## src/rtl/cvxif_arb_pkg.sv

```systemverilog
// Shared types for the CV-X-IF coprocessor arbiter: issue FSM states, ownership entries, result payload.
package cvxif_arb_pkg;

    localparam int unsigned MaxCoproW  = 3;
    localparam int unsigned MaxIdWidth = 8;
    localparam int unsigned MaxXlen    = 64;

    typedef enum logic [1:0] {
        IDLE  = 2'd0,
        PROBE = 2'd1,
        DONE  = 2'd2
    } issue_state_e;

    typedef struct packed {
        logic                 busy;
        logic                 wb;
        logic [MaxCoproW-1:0] owner;
    } owner_entry_t;

    typedef struct packed {
        logic [MaxIdWidth-1:0] id;
        logic [MaxXlen-1:0]    data;
        logic [4:0]            rd;
        logic                  we;
    } result_t;

endpackage

```

## src/rtl/cvxif_result_rr_arb.sv

```systemverilog
// Round-robin result arbiter with a grant lock that holds the selection while the core stalls.
module cvxif_result_rr_arb #(
    parameter int unsigned NrCopro = 2,
    localparam int unsigned IdxW   = (NrCopro > 1) ? $clog2(NrCopro) : 1
) (
    input  logic               clk_i,
    input  logic               rst_ni,
    input  logic [NrCopro-1:0] req_i,
    input  logic               stall_i,
    input  logic               advance_i,
    output logic [NrCopro-1:0] grant_oh_o,
    output logic [IdxW-1:0]    grant_idx_o,
    output logic               grant_valid_o
);

    logic [IdxW-1:0] ptr_q;
    logic [IdxW-1:0] lock_idx_q;
    logic            lock_q;
    logic [IdxW-1:0] pick_idx;
    logic            pick_found;

    // First requester at or after the pointer, wrapping around
    always_comb begin
        int unsigned j;
        j          = 0;
        pick_idx   = '0;
        pick_found = 1'b0;
        for (int unsigned off = 0; off < NrCopro; off++) begin
            j = (32'(ptr_q) + off) % NrCopro;
            if (!pick_found && req_i[IdxW'(j)]) begin
                pick_found = 1'b1;
                pick_idx   = IdxW'(j);
            end
        end
    end

    assign grant_idx_o   = lock_q ? lock_idx_q : pick_idx;
    assign grant_valid_o = lock_q ? req_i[lock_idx_q] : pick_found;
    assign grant_oh_o    = grant_valid_o ? (NrCopro'(1) << grant_idx_o) : '0;

    always_ff @(posedge clk_i or negedge rst_ni) begin
        if (!rst_ni) begin
            ptr_q      <= '0;
            lock_q     <= 1'b0;
            lock_idx_q <= '0;
        end else begin
            lock_q     <= stall_i;
            lock_idx_q <= grant_idx_o;
            if (advance_i) begin
                ptr_q <= (grant_idx_o == IdxW'(NrCopro - 1)) ? '0 : grant_idx_o + IdxW'(1);
            end
        end
    end

endmodule

```

## src/rtl/cvxif_copro_arbiter.sv

```systemverilog
// Shares one CV-X-IF port between NrCopro coprocessors: sequential issue probing, ID ownership, result RR.
// Build option: define CVXIF_ARB_OUTREG_EN to register the result path (one extra cycle of latency).
module cvxif_copro_arbiter
    import cvxif_arb_pkg::*;
#(
    parameter int unsigned NrCopro = 2,
    parameter int unsigned IdWidth = 3,
    parameter int unsigned XLEN    = 64
) (
    input  logic                       clk_i,
    input  logic                       rst_ni,
    input  logic                       x_issue_valid_i,
    output logic                       x_issue_ready_o,
    input  logic [IdWidth-1:0]         x_issue_id_i,
    input  logic [31:0]                x_issue_instr_i,
    output logic                       x_issue_accept_o,
    output logic                       x_issue_writeback_o,
    input  logic                       x_commit_valid_i,
    input  logic [IdWidth-1:0]         x_commit_id_i,
    input  logic                       x_commit_kill_i,
    output logic                       x_result_valid_o,
    input  logic                       x_result_ready_i,
    output logic [IdWidth-1:0]         x_result_id_o,
    output logic [XLEN-1:0]            x_result_data_o,
    output logic [4:0]                 x_result_rd_o,
    output logic                       x_result_we_o,
    output logic [NrCopro-1:0]         cp_issue_valid_o,
    input  logic [NrCopro-1:0]         cp_issue_ready_i,
    input  logic [NrCopro-1:0]         cp_issue_accept_i,
    input  logic [NrCopro-1:0]         cp_issue_writeback_i,
    output logic [IdWidth-1:0]         cp_issue_id_o,
    output logic [31:0]                cp_issue_instr_o,
    output logic [NrCopro-1:0]         cp_commit_valid_o,
    output logic [IdWidth-1:0]         cp_commit_id_o,
    output logic                       cp_commit_kill_o,
    input  logic [NrCopro-1:0]         cp_result_valid_i,
    output logic [NrCopro-1:0]         cp_result_ready_o,
    input  logic [NrCopro*IdWidth-1:0] cp_result_id_i,
    input  logic [NrCopro*XLEN-1:0]    cp_result_data_i,
    input  logic [NrCopro*5-1:0]       cp_result_rd_i,
    input  logic [NrCopro-1:0]         cp_result_we_i
);

    localparam int unsigned IdxW  = (NrCopro > 1) ? $clog2(NrCopro) : 1;
    localparam int unsigned Depth = 2 ** IdWidth;

    issue_state_e    state_q, state_d;
    logic [IdxW-1:0] idx_q, idx_d;
    logic            issue_rec;
    owner_entry_t    tbl_q [Depth];

    logic               commit_hit, free_commit, free_result, res_hs;
    logic [IdWidth-1:0] res_id;

    // Issue FSM: state register
    always_ff @(posedge clk_i or negedge rst_ni) begin
        if (!rst_ni) begin
            state_q <= IDLE;
            idx_q   <= '0;
        end else begin
            state_q <= state_d;
            idx_q   <= idx_d;
        end
    end

    // Issue FSM: probe coprocessors in order until one accepts or all reject
    always_comb begin
        state_d             = state_q;
        idx_d               = idx_q;
        cp_issue_valid_o    = '0;
        x_issue_ready_o     = 1'b0;
        x_issue_accept_o    = 1'b0;
        x_issue_writeback_o = 1'b0;
        issue_rec           = 1'b0;
        unique case (state_q)
            IDLE: begin
                if (x_issue_valid_i) begin
                    state_d = PROBE;
                    idx_d   = '0;
                end
            end
            PROBE: begin
                cp_issue_valid_o[idx_q] = 1'b1;
                if (cp_issue_ready_i[idx_q]) begin
                    if (cp_issue_accept_i[idx_q]) begin
                        x_issue_ready_o     = 1'b1;
                        x_issue_accept_o    = 1'b1;
                        x_issue_writeback_o = cp_issue_writeback_i[idx_q];
                        issue_rec           = 1'b1;
                        state_d             = DONE;
                    end else if (idx_q == IdxW'(NrCopro - 1)) begin
                        x_issue_ready_o = 1'b1;
                        state_d         = DONE;
                    end else begin
                        idx_d = idx_q + IdxW'(1);
                    end
                end
            end
            DONE:    state_d = IDLE;
            default: state_d = IDLE;
        endcase
    end

    assign cp_issue_id_o    = (state_q == PROBE) ? x_issue_id_i : '0;
    assign cp_issue_instr_o = (state_q == PROBE) ? x_issue_instr_i : '0;

    // Commit routed only to the owner of a live ID
    assign commit_hit  = x_commit_valid_i & tbl_q[x_commit_id_i].busy;
    assign free_commit = commit_hit & (x_commit_kill_i | ~tbl_q[x_commit_id_i].wb);
    assign free_result = res_hs & tbl_q[res_id].busy & tbl_q[res_id].wb;

    always_comb begin
        cp_commit_valid_o = '0;
        for (int unsigned c = 0; c < NrCopro; c++) begin
            cp_commit_valid_o[c] = commit_hit && (tbl_q[x_commit_id_i].owner == MaxCoproW'(c));
        end
    end

    assign cp_commit_id_o   = rst_ni ? x_commit_id_i : '0;
    assign cp_commit_kill_o = rst_ni & x_commit_kill_i;

    // Ownership table; a new issue overrides a free of the same ID
    always_ff @(posedge clk_i or negedge rst_ni) begin
        if (!rst_ni) begin
            for (int unsigned i = 0; i < Depth; i++) begin
                tbl_q[i] <= '0;
            end
        end else begin
            for (int unsigned i = 0; i < Depth; i++) begin
                if (issue_rec && x_issue_id_i == IdWidth'(i)) begin
                    tbl_q[i] <= '{busy: 1'b1, wb: cp_issue_writeback_i[idx_q], owner: MaxCoproW'(idx_q)};
                end else if ((free_commit && x_commit_id_i == IdWidth'(i)) ||
                             (free_result && res_id == IdWidth'(i))) begin
                    tbl_q[i].busy <= 1'b0;
                end
            end
        end
    end

    assert property (@(posedge clk_i) disable iff (!rst_ni)
        issue_rec |-> (!tbl_q[x_issue_id_i].busy ||
                       (free_commit && x_commit_id_i == x_issue_id_i) ||
                       (free_result && res_id == x_issue_id_i)));

    // Result arbitration
    logic [NrCopro-1:0] grant_oh;
    logic [IdxW-1:0]    grant_idx;
    logic               grant_valid, arb_stall, arb_advance;
    logic [IdWidth-1:0] sel_id;
    logic [XLEN-1:0]    sel_data;
    logic [4:0]         sel_rd;
    logic               sel_we;

    assign sel_id   = cp_result_id_i[32'(grant_idx)*IdWidth +: IdWidth];
    assign sel_data = cp_result_data_i[32'(grant_idx)*XLEN +: XLEN];
    assign sel_rd   = cp_result_rd_i[32'(grant_idx)*5 +: 5];
    assign sel_we   = cp_result_we_i[grant_idx];

    cvxif_result_rr_arb #(.NrCopro(NrCopro)) u_rr_arb (
        .clk_i         (clk_i),
        .rst_ni        (rst_ni),
        .req_i         (cp_result_valid_i),
        .stall_i       (arb_stall),
        .advance_i     (arb_advance),
        .grant_oh_o    (grant_oh),
        .grant_idx_o   (grant_idx),
        .grant_valid_o (grant_valid)
    );

`ifdef CVXIF_ARB_OUTREG_EN
    result_t stage_q;
    logic    stage_valid_q, load_ok, up_hs;

    // Stage accepts a new result when empty or draining this cycle
    assign load_ok           = ~stage_valid_q | x_result_ready_i;
    assign up_hs             = rst_ni & grant_valid & load_ok;
    assign cp_result_ready_o = (rst_ni & load_ok) ? grant_oh : '0;
    assign arb_stall         = 1'b0;
    assign arb_advance       = up_hs;

    always_ff @(posedge clk_i or negedge rst_ni) begin
        if (!rst_ni) begin
            stage_valid_q <= 1'b0;
            stage_q       <= '0;
        end else if (up_hs) begin
            stage_valid_q <= 1'b1;
            stage_q       <= '{id: MaxIdWidth'(sel_id), data: MaxXlen'(sel_data), rd: sel_rd, we: sel_we};
        end else if (x_result_ready_i) begin
            stage_valid_q <= 1'b0;
        end
    end

    assign x_result_valid_o = stage_valid_q;
    assign x_result_id_o    = IdWidth'(stage_q.id);
    assign x_result_data_o  = XLEN'(stage_q.data);
    assign x_result_rd_o    = stage_q.rd;
    assign x_result_we_o    = stage_q.we;
    assign res_hs           = stage_valid_q & x_result_ready_i;
    assign res_id           = IdWidth'(stage_q.id);
`else
    assign x_result_valid_o  = rst_ni & grant_valid;
    assign x_result_id_o     = x_result_valid_o ? sel_id : '0;
    assign x_result_data_o   = x_result_valid_o ? sel_data : '0;
    assign x_result_rd_o     = x_result_valid_o ? sel_rd : '0;
    assign x_result_we_o     = x_result_valid_o & sel_we;
    assign cp_result_ready_o = (rst_ni & x_result_ready_i) ? grant_oh : '0;
    assign arb_stall         = x_result_valid_o & ~x_result_ready_i;
    assign arb_advance       = x_result_valid_o & x_result_ready_i;
    assign res_hs            = arb_advance;
    assign res_id            = sel_id;
`endif

endmodule
```

## config.mk

```make
export PLATFORM = sky130hd
export DESIGN_NAME = cvxif_copro_arbiter
export DESIGN_NICKNAME = d
export VERILOG_FILES = /design/src/rtl/cvxif_arb_pkg.sv /design/src/rtl/cvxif_result_rr_arb.sv /design/src/rtl/cvxif_copro_arbiter.sv
export SDC_FILE = /design/constraint.sdc
export NUM_CORES = 1
export LEC_CHECK = 0
export CAP_MARGIN = 20
export CELL_PAD_IN_SITES_DETAIL_PLACEMENT = 1
export CELL_PAD_IN_SITES_GLOBAL_PLACEMENT = 1
export CORE_AREA = 10 10 116 118
export DETAILED_ROUTE_END_ITERATION = 8
export DIE_AREA = 0 0 126 128
export DONT_BUFFER_PORTS = 1
export PLACE_DENSITY = 0.71
export SLEW_MARGIN = 20
export SYNTH_ARGS = -nofsm -noshare
export SYNTH_HDL_FRONTEND = slang
export SYNTH_SLANG_ARGS = --single-unit
```

## constraint.sdc

```tcl
create_clock -name clk_i -period 2.2 [get_ports clk_i]
set_clock_uncertainty 0.1 [all_clocks]
set_input_delay 0.44 -clock clk_i [delete_from_list [all_inputs] [get_ports clk_i]]
set_output_delay 0.44 -clock clk_i [all_outputs]
set_load 0.02 [all_outputs]
```

======== Yosys cells after proc, flatten, opt, wreduce, memory -nomap -nowiden ========
Cells that the tools add are included.
W data, S select, Z words.
word-level totals
  output and inout port bits .............. 122
  bits in latches ......................... 0
  bits in registers ....................... 30
  input bits .............................. 198
  memory bits (writable) .................. 0
  ROM bits ................................ 0
  memories ................................ 0
  word-level logic and storage cells ...... 215
operators by class
  add/subtract/negate cells ............... 3
  reduce and logical (&&, ||, !) cells .... 53
  shift operators ......................... 4
  divide/modulo/power cells ............... 0
  multiply operators ...................... 2
  muxes and demuxes ....................... 74
  equality and inequality tests ........... 27
  bitwise gates (word level) .............. 15
  $lt $le $gt $ge ......................... 8
operators by type and width
  kind                   number
  $shiftx A128 B8 Y64    1
  $mux W64               1
  $mux W1                52
  $eq A3 B3 Y1 const B   12
  $mux W32               1
  $bmux W5 S3            2
  $logic_and A1 B1 Y1    28
  $mux W5                5
  $eq A3 B2 Y1 const B   6
  $reduce_bool A2 Y1     9
  $mux W2                7
  $eq A3 B1 Y1 const B   4
  $logic_not A3 Y1       4
  $and A1 B1 Y1          10
  $lt A1 B2 Y1 const B   5
  $shiftx A10 B5 Y5      1
  $mux W3                3
  $ge A4 B4 Y1 const B   2
  $logic_or A1 B1 Y1     8
  $not A3 Y4             2
  $ne A2 B2 Y1 const B   3
  $shiftx A6 B4 Y3       1
  $mul A1 B3 Y4 const B  1
  $pmux W2 S2            1
  14 further kinds       17

======== Logic depth before layout (Yosys ltp) ========
  depth after elaboration ................. 19
  mapped depth ............................ 7
  gate-level depth less buffers ........... 6

======== Modules after synthesis ========
A second synthesis with hierarchy kept.
second synthesis, totals
  cells, all modules ...................... 365
  area total of the unflattened synthesis .. 3,045.4 µm²
by module, submodules not included
  module               cells an instance  times used  sequential area each (µm²)  area an instance (µm²)
  cvxif_copro_arbiter  347                1           675.6                       2,872.8
  cvxif_result_rr_arb  18                 1           75.1                        172.7

======== Worst setup path before layout ========
No wires, ideal clock.
  kind .................................... input port to output port
  start point ............................. in cp_result_valid_i[1]
  end point ............................... out x_result_id_o[0]
  setup slack ............................. 0.006 ns
  cell stages on the path ................. 6
  buffers on the path ..................... 2
  data arrival time ....................... 1.654 ns
  data required time ...................... 1.660 ns
  cell sequence ........................... nor2b_1 -> a22oi_2 -> buf_2 -> buf_2 -> nand2_1 -> a21oi_1
on the way
  word-level cells in the longest chain between the ends .. 10
  elaborated cells between the ends (all ways) .. 18
  those cells by class .................... mul (1); shift (1); mux (13); bitwise (1); reduce/logical (2)
RTL lines
  element                                     RTL line                    text
  start: declaration                          cvxif_copro_arbiter.sv:36   input logic [NrCopro-1:0] cp_result_valid_i,
  $mux W1 (not written as such) (2 in a row)  cvxif_result_rr_arb.sv:30   if (!pick_found && req_i[IdxW'(j)]) begin
  $mux W1                                     cvxif_result_rr_arb.sv:30
  $logic_not A1 Y1                            cvxif_result_rr_arb.sv:30
  $logic_and A1 B1 Y1                         cvxif_result_rr_arb.sv:30
  $mux W1                                     cvxif_result_rr_arb.sv:30
  $mux W1                                     cvxif_result_rr_arb.sv:37   assign grant_idx_o = lock_q ? lock_idx_q : pick_idx;
  $mul A1 B2 Y3                               cvxif_copro_arbiter.sv:154  assign sel_id = cp_result_id_i[32'(grant_idx)*IdWidth +: IdWidth];
  $shiftx A6 B4 Y3                            cvxif_copro_arbiter.sv:154
  $mux W3 *                                   cvxif_copro_arbiter.sv:202  assign x_result_id_o = x_result_valid_o ? sel_id : '0;
  end: declaration                            cvxif_copro_arbiter.sv:23   output logic [IdWidth-1:0] x_result_id_o,
Mark *: on every way between the ends. The rest lies on a longest branch, timed or not. The select of a mux whose other input is x is not followed.

======== Final worst setup path ========
  start point ............................. reg u_rr_arb.ptr_q
  end point ............................... out x_result_data_o[17]
on the way
  word-level cells in the longest chain between the ends .. 9
  elaborated cells between the ends (all ways) .. 16
  those cells by class .................... add/sub (1); shift (1); mux (11); bitwise (1); reduce/logical (2)
RTL lines
  element                                                      RTL line                                                text
  start: declaration                                           cvxif_result_rr_arb.sv:16                               logic [IdxW-1:0] ptr_q;
  start signal: assignment                                     cvxif_result_rr_arb.sv:50                               ptr_q <= (grant_idx_o == IdxW'(NrCopro - 1)) ? '0 : grant_idx_o + IdxW'(1);
  $mux W1 (not written as such) (2 in a row)                   cvxif_result_rr_arb.sv:30
  $mux W1                                                      cvxif_result_rr_arb.sv:30
  $logic_not A1 Y1                                             cvxif_result_rr_arb.sv:30
  $logic_and A1 B1 Y1                                          cvxif_result_rr_arb.sv:30
  $mux W1                                                      cvxif_result_rr_arb.sv:30
  $mux W1 (on tied branches)                                   cvxif_result_rr_arb.sv:37, cvxif_result_rr_arb.sv:38
  $shiftx A128 B8 Y64 / $and A1 B1 Y1 (equally long branches)  cvxif_copro_arbiter.sv:155, cvxif_copro_arbiter.sv:201
  $mux W64 *                                                   cvxif_copro_arbiter.sv:203                              assign x_result_data_o = x_result_valid_o ? sel_data : '0;
  end: declaration                                             cvxif_copro_arbiter.sv:24                               output logic [XLEN-1:0] x_result_data_o,
Marks and branches as above.

==> qor.yml <==
logic_synthesis:
  postSynthNetCount: 684
  yosysUniqueCellTypes: 50
  synthesis.instances: 486
  yosys_register_bits: 30
  yosys.cell_count.top_type: "nand2_1"
  yosysWarningCount: 0
  post_synth_main_area_contributors: "dfrtp_1 (23%), nand2_1 (19%), a21oi_1 (13%), and2_1 (8.1%), mux2_2 (3.5%)"
  mapped_area_sq_um: 3240
  ys_dominant_reg_cell: "dfrtp_1"
  ys_seq_area_share_pct: 23.1
  postSynth.asyncResetShare_pct: 100
  synth_edf_count: 0
  synth_top_cell_by_area: "dfrtp_1"
  synth.cells.most_frequent: "nand2_1 (167), a21oi_1 (85), and2_1 (42)"
  yosys.area.top_type_share_pct: 23.1
  postSynthAreaPerCell_sq_um: 6.67
placement:
  gpl.final_weighted_congestion: 0.939
  dp.final_hpwl_mm: 13.4
  dp.cells: 674
  pre_cts_ws_ns: 0.0509
  io_buffer_count: 0
sta:
  layout_worst_path_cycle_share_pct: 106
  fin_crit_ns: 2.34
  setup_slack_ns: -0.135
  final-max-slew-violation-count: 0
  setup-violations-final: 73
  worst_slew_pin_slew_ns: 0.481
  hold-worst-slack_ns: 0.134
  hold_violations: 0
  setup-tns-final_ns: -6.68
  rsz0062_at_grt: "yes"
  fmaxAchievable_mhz: 428
  worst_slew_margin_rel_pct: 67.5
global_routing:
  grt_pass1_vias: 4071
  grt_start_max_net_pins: 72
  grt_overflow: 0
  grt_antenna_before_repair: 0
  grt.total_usage_pct: 19.4
  grt_first_pass_wirelength_mm: 25.2
run_status:
  violated_checks: "setup timing"
  outcome: "complete, but fails checks"
final_layout:
  antenna_fix_cells: 0
  number_of_cells_in_the_finished_layout_apart_from_fillers: 702
  nNetsFinal: 756
  flow.area_growth_from_synthesis_pct: 44.6
  drive_above_1_share_pct: 32.9
clocking:
  inserted_clock_buffers: 5
  cts_tree: "built"
  sinks_on_clock_net: 30
  clock_tree.buffer_depth: 2
  htree_num_levels: 2
  cts_root_buf: "clkbuf_16"
  cts.reportedPaths.clkPinSlew_ns: 0.05
  clock_insertion_delay_worst_skew_ns: 0.28
min_path:
  timing.hold.worst_endpoint: "u_rr_arb.lock_q"
  hp-start: "x_result_ready_i"
  min_path_type: "in2reg"
  min_path_cells: 1
detailed_routing:
  detail-route-antenna-nets: 0
  route.vias.total: 3948
  avgRoutedWirePerCell_um: 26.0
  drt_iter0_markers: 176
  number_of_drc_violations_after_detailed_routing: 0
  detail_route.first_pass.iterations: 4
  drt-total-wl_mm: 18.2
  via_per_inst: 5.62
worst_setup_path:
  critPathCaptureType: "output pin"
  start_kind: "flop"
  crit_required_ns: 1.66
  crit_type: "reg2out"
  worst-path-max-fanout: 12
  timing.reg2reg.setup_slack_ns: 0.09
  rr_startpoint: "u_rr_arb.ptr_q"
  crit_path_top_delay_cell: "dfrtp_1"
  cp.arrival_ns: 1.80
  critical-path-max-stage-delay_ns: 0.38
  crit-reg2reg-capture: "tbl_q[24]"
  cp_cell_sequence: "nand2b_4 > a22oi_2 > buf_6 > clkbuf_16 > nand2_1 > a21oi_1 > buf_4"
  reg2regPathDepth: 9
power:
  power-per-cell-area_nw_per_um2: 876
  ir_drop_v: 0.000872
  leakage_nw: 2.15
  post-layout-total-power_mw: 4.10
flow_run:
  drv.max_cap_violation_count: 0
floorplan:
  floorplan.rows: 39
  die_width_um: 126
  fp.dieH_um: 128
  fp.coreArea_sq_um: 11200
  die_area_sq_um: 16100
  initial_utilization_pct: 28.9
  io-pin-count: 320
## worst max-delay path: cells and delay by family (launching register included)
kind            cells  cell delay [ns]
compound gates      2             0.32
buf+inv             3             0.60
simple gates        2             0.22
flops               1             0.38
## area by class of cell
cell class	instances	area, sq um
timing repair buffer	102	1090
clock inverter	3	40.0
sequential	30	751
multi-input combinational	412	2460
tap	143	179
inverter	7	43.8
fill	1404	6540
clock buffer	5	125
## cells by family (layout without fill, tap and decap cells)
family	count (synthesis)	count (layout)	share of synthesized area [%]
and+or+nand+nor	269	269	39.4
AOI/OAI and AO/OA	112	112	19.4
buffers and inverters	44	117	5.98
muxes	31	31	12.1
DFF	30	30	23.1
## what timing repair did
| item | 4_1_cts | 5_1_grt |
|---|---|---|
| endpoints found under the hold margin | 30 | 0 |
| resized for setup | 35 | 45 |
| pin swaps | 4 | 10 |
| hold buffers | 2 | 0 |
| gates cloned | 4 | 5 |
| endpoints found under the setup margin | 76 | 77 |
| setup buffers | 4 | 5 |
## layout by cell type (no fill, tap or decap), types with 9 or more instances in the layout
| master | netlist | final |
|---|---|---|
| o21ai_0 | 9 | 9 |
| nand2_1 | 167 | 155 |
| a21oi_1 | 85 | 62 |
| dfrtp_1 | 30 | 30 |
| and2_1 | 42 | 42 |
| buf_6 | 0 | 21 |
| clkbuf_16 | 0 | 10 |
| mux2_2 | 10 | 10 |
| nor2_1 | 16 | 16 |
| mux2i_1 | 11 | 11 |
| a21oi_2 | 0 | 23 |
| nand2_2 | 1 | 13 |
| buf_4 | 1 | 65 |
## power by group
| group | leakage, nW | total [mW] | internal [mW] | switching, mW |
|---|---|---|---|---|
| sequential | 0.381 | 0.970 | 0.774 | 0.196 |
| combinational | 1.68 | 2.36 | 0.939 | 1.42 |
| clock | 0.0836 | 0.776 | 0.529 | 0.247 |
| total | 2.15 | 4.10 | 2.24 | 1.86 |
## flip-flops by register name (all words and copies together), names as in the netlist
register / flops
u_rr_arb.lock_idx_q: 1
u_rr_arb.ptr_q: 1
u_rr_arb.lock_q: 1
state_q: 2
idx_q: 1
tbl_q: 24
## layer usage
metal	global-route usage (%)	wire length, um	part of all wire [%]	vias to the layer above
met1	20.4	6430	35	1935
met5	0	0	0	-
met2	36.3	9920	54	206
li1	-	-	-	1775
met4	6.03	530	2.9	0
met3	5.58	1340	7.4	32
## per-stage QoR
step,utilization [%],instance area (sq um)
finish,41.8,4690
global route,41.8,4690
CTS,38.9,4360
detailed placement,34.9,3920
global placement,34.9,3920
floorplan,-,3240
## how the worst max path moves through the flow
stage	startpoint	endpoint	slack, ns
finish	u_rr_arb.ptr_q	x_result_data_o[17]	-0.14
global route	u_rr_arb.lock_q	x_result_data_o[40]	-0.22
CTS	u_rr_arb.lock_q	x_result_data_o[14]	-0.09
detailed placement	cp_result_valid_i[1]	x_result_id_o[1]	0.05
global placement	cp_result_valid_i[1]	x_result_data_o[61]	0.1
floorplan	cp_result_valid_i[1]	x_result_id_o[0]	0.006
Power figures use the tool's default switching activity.
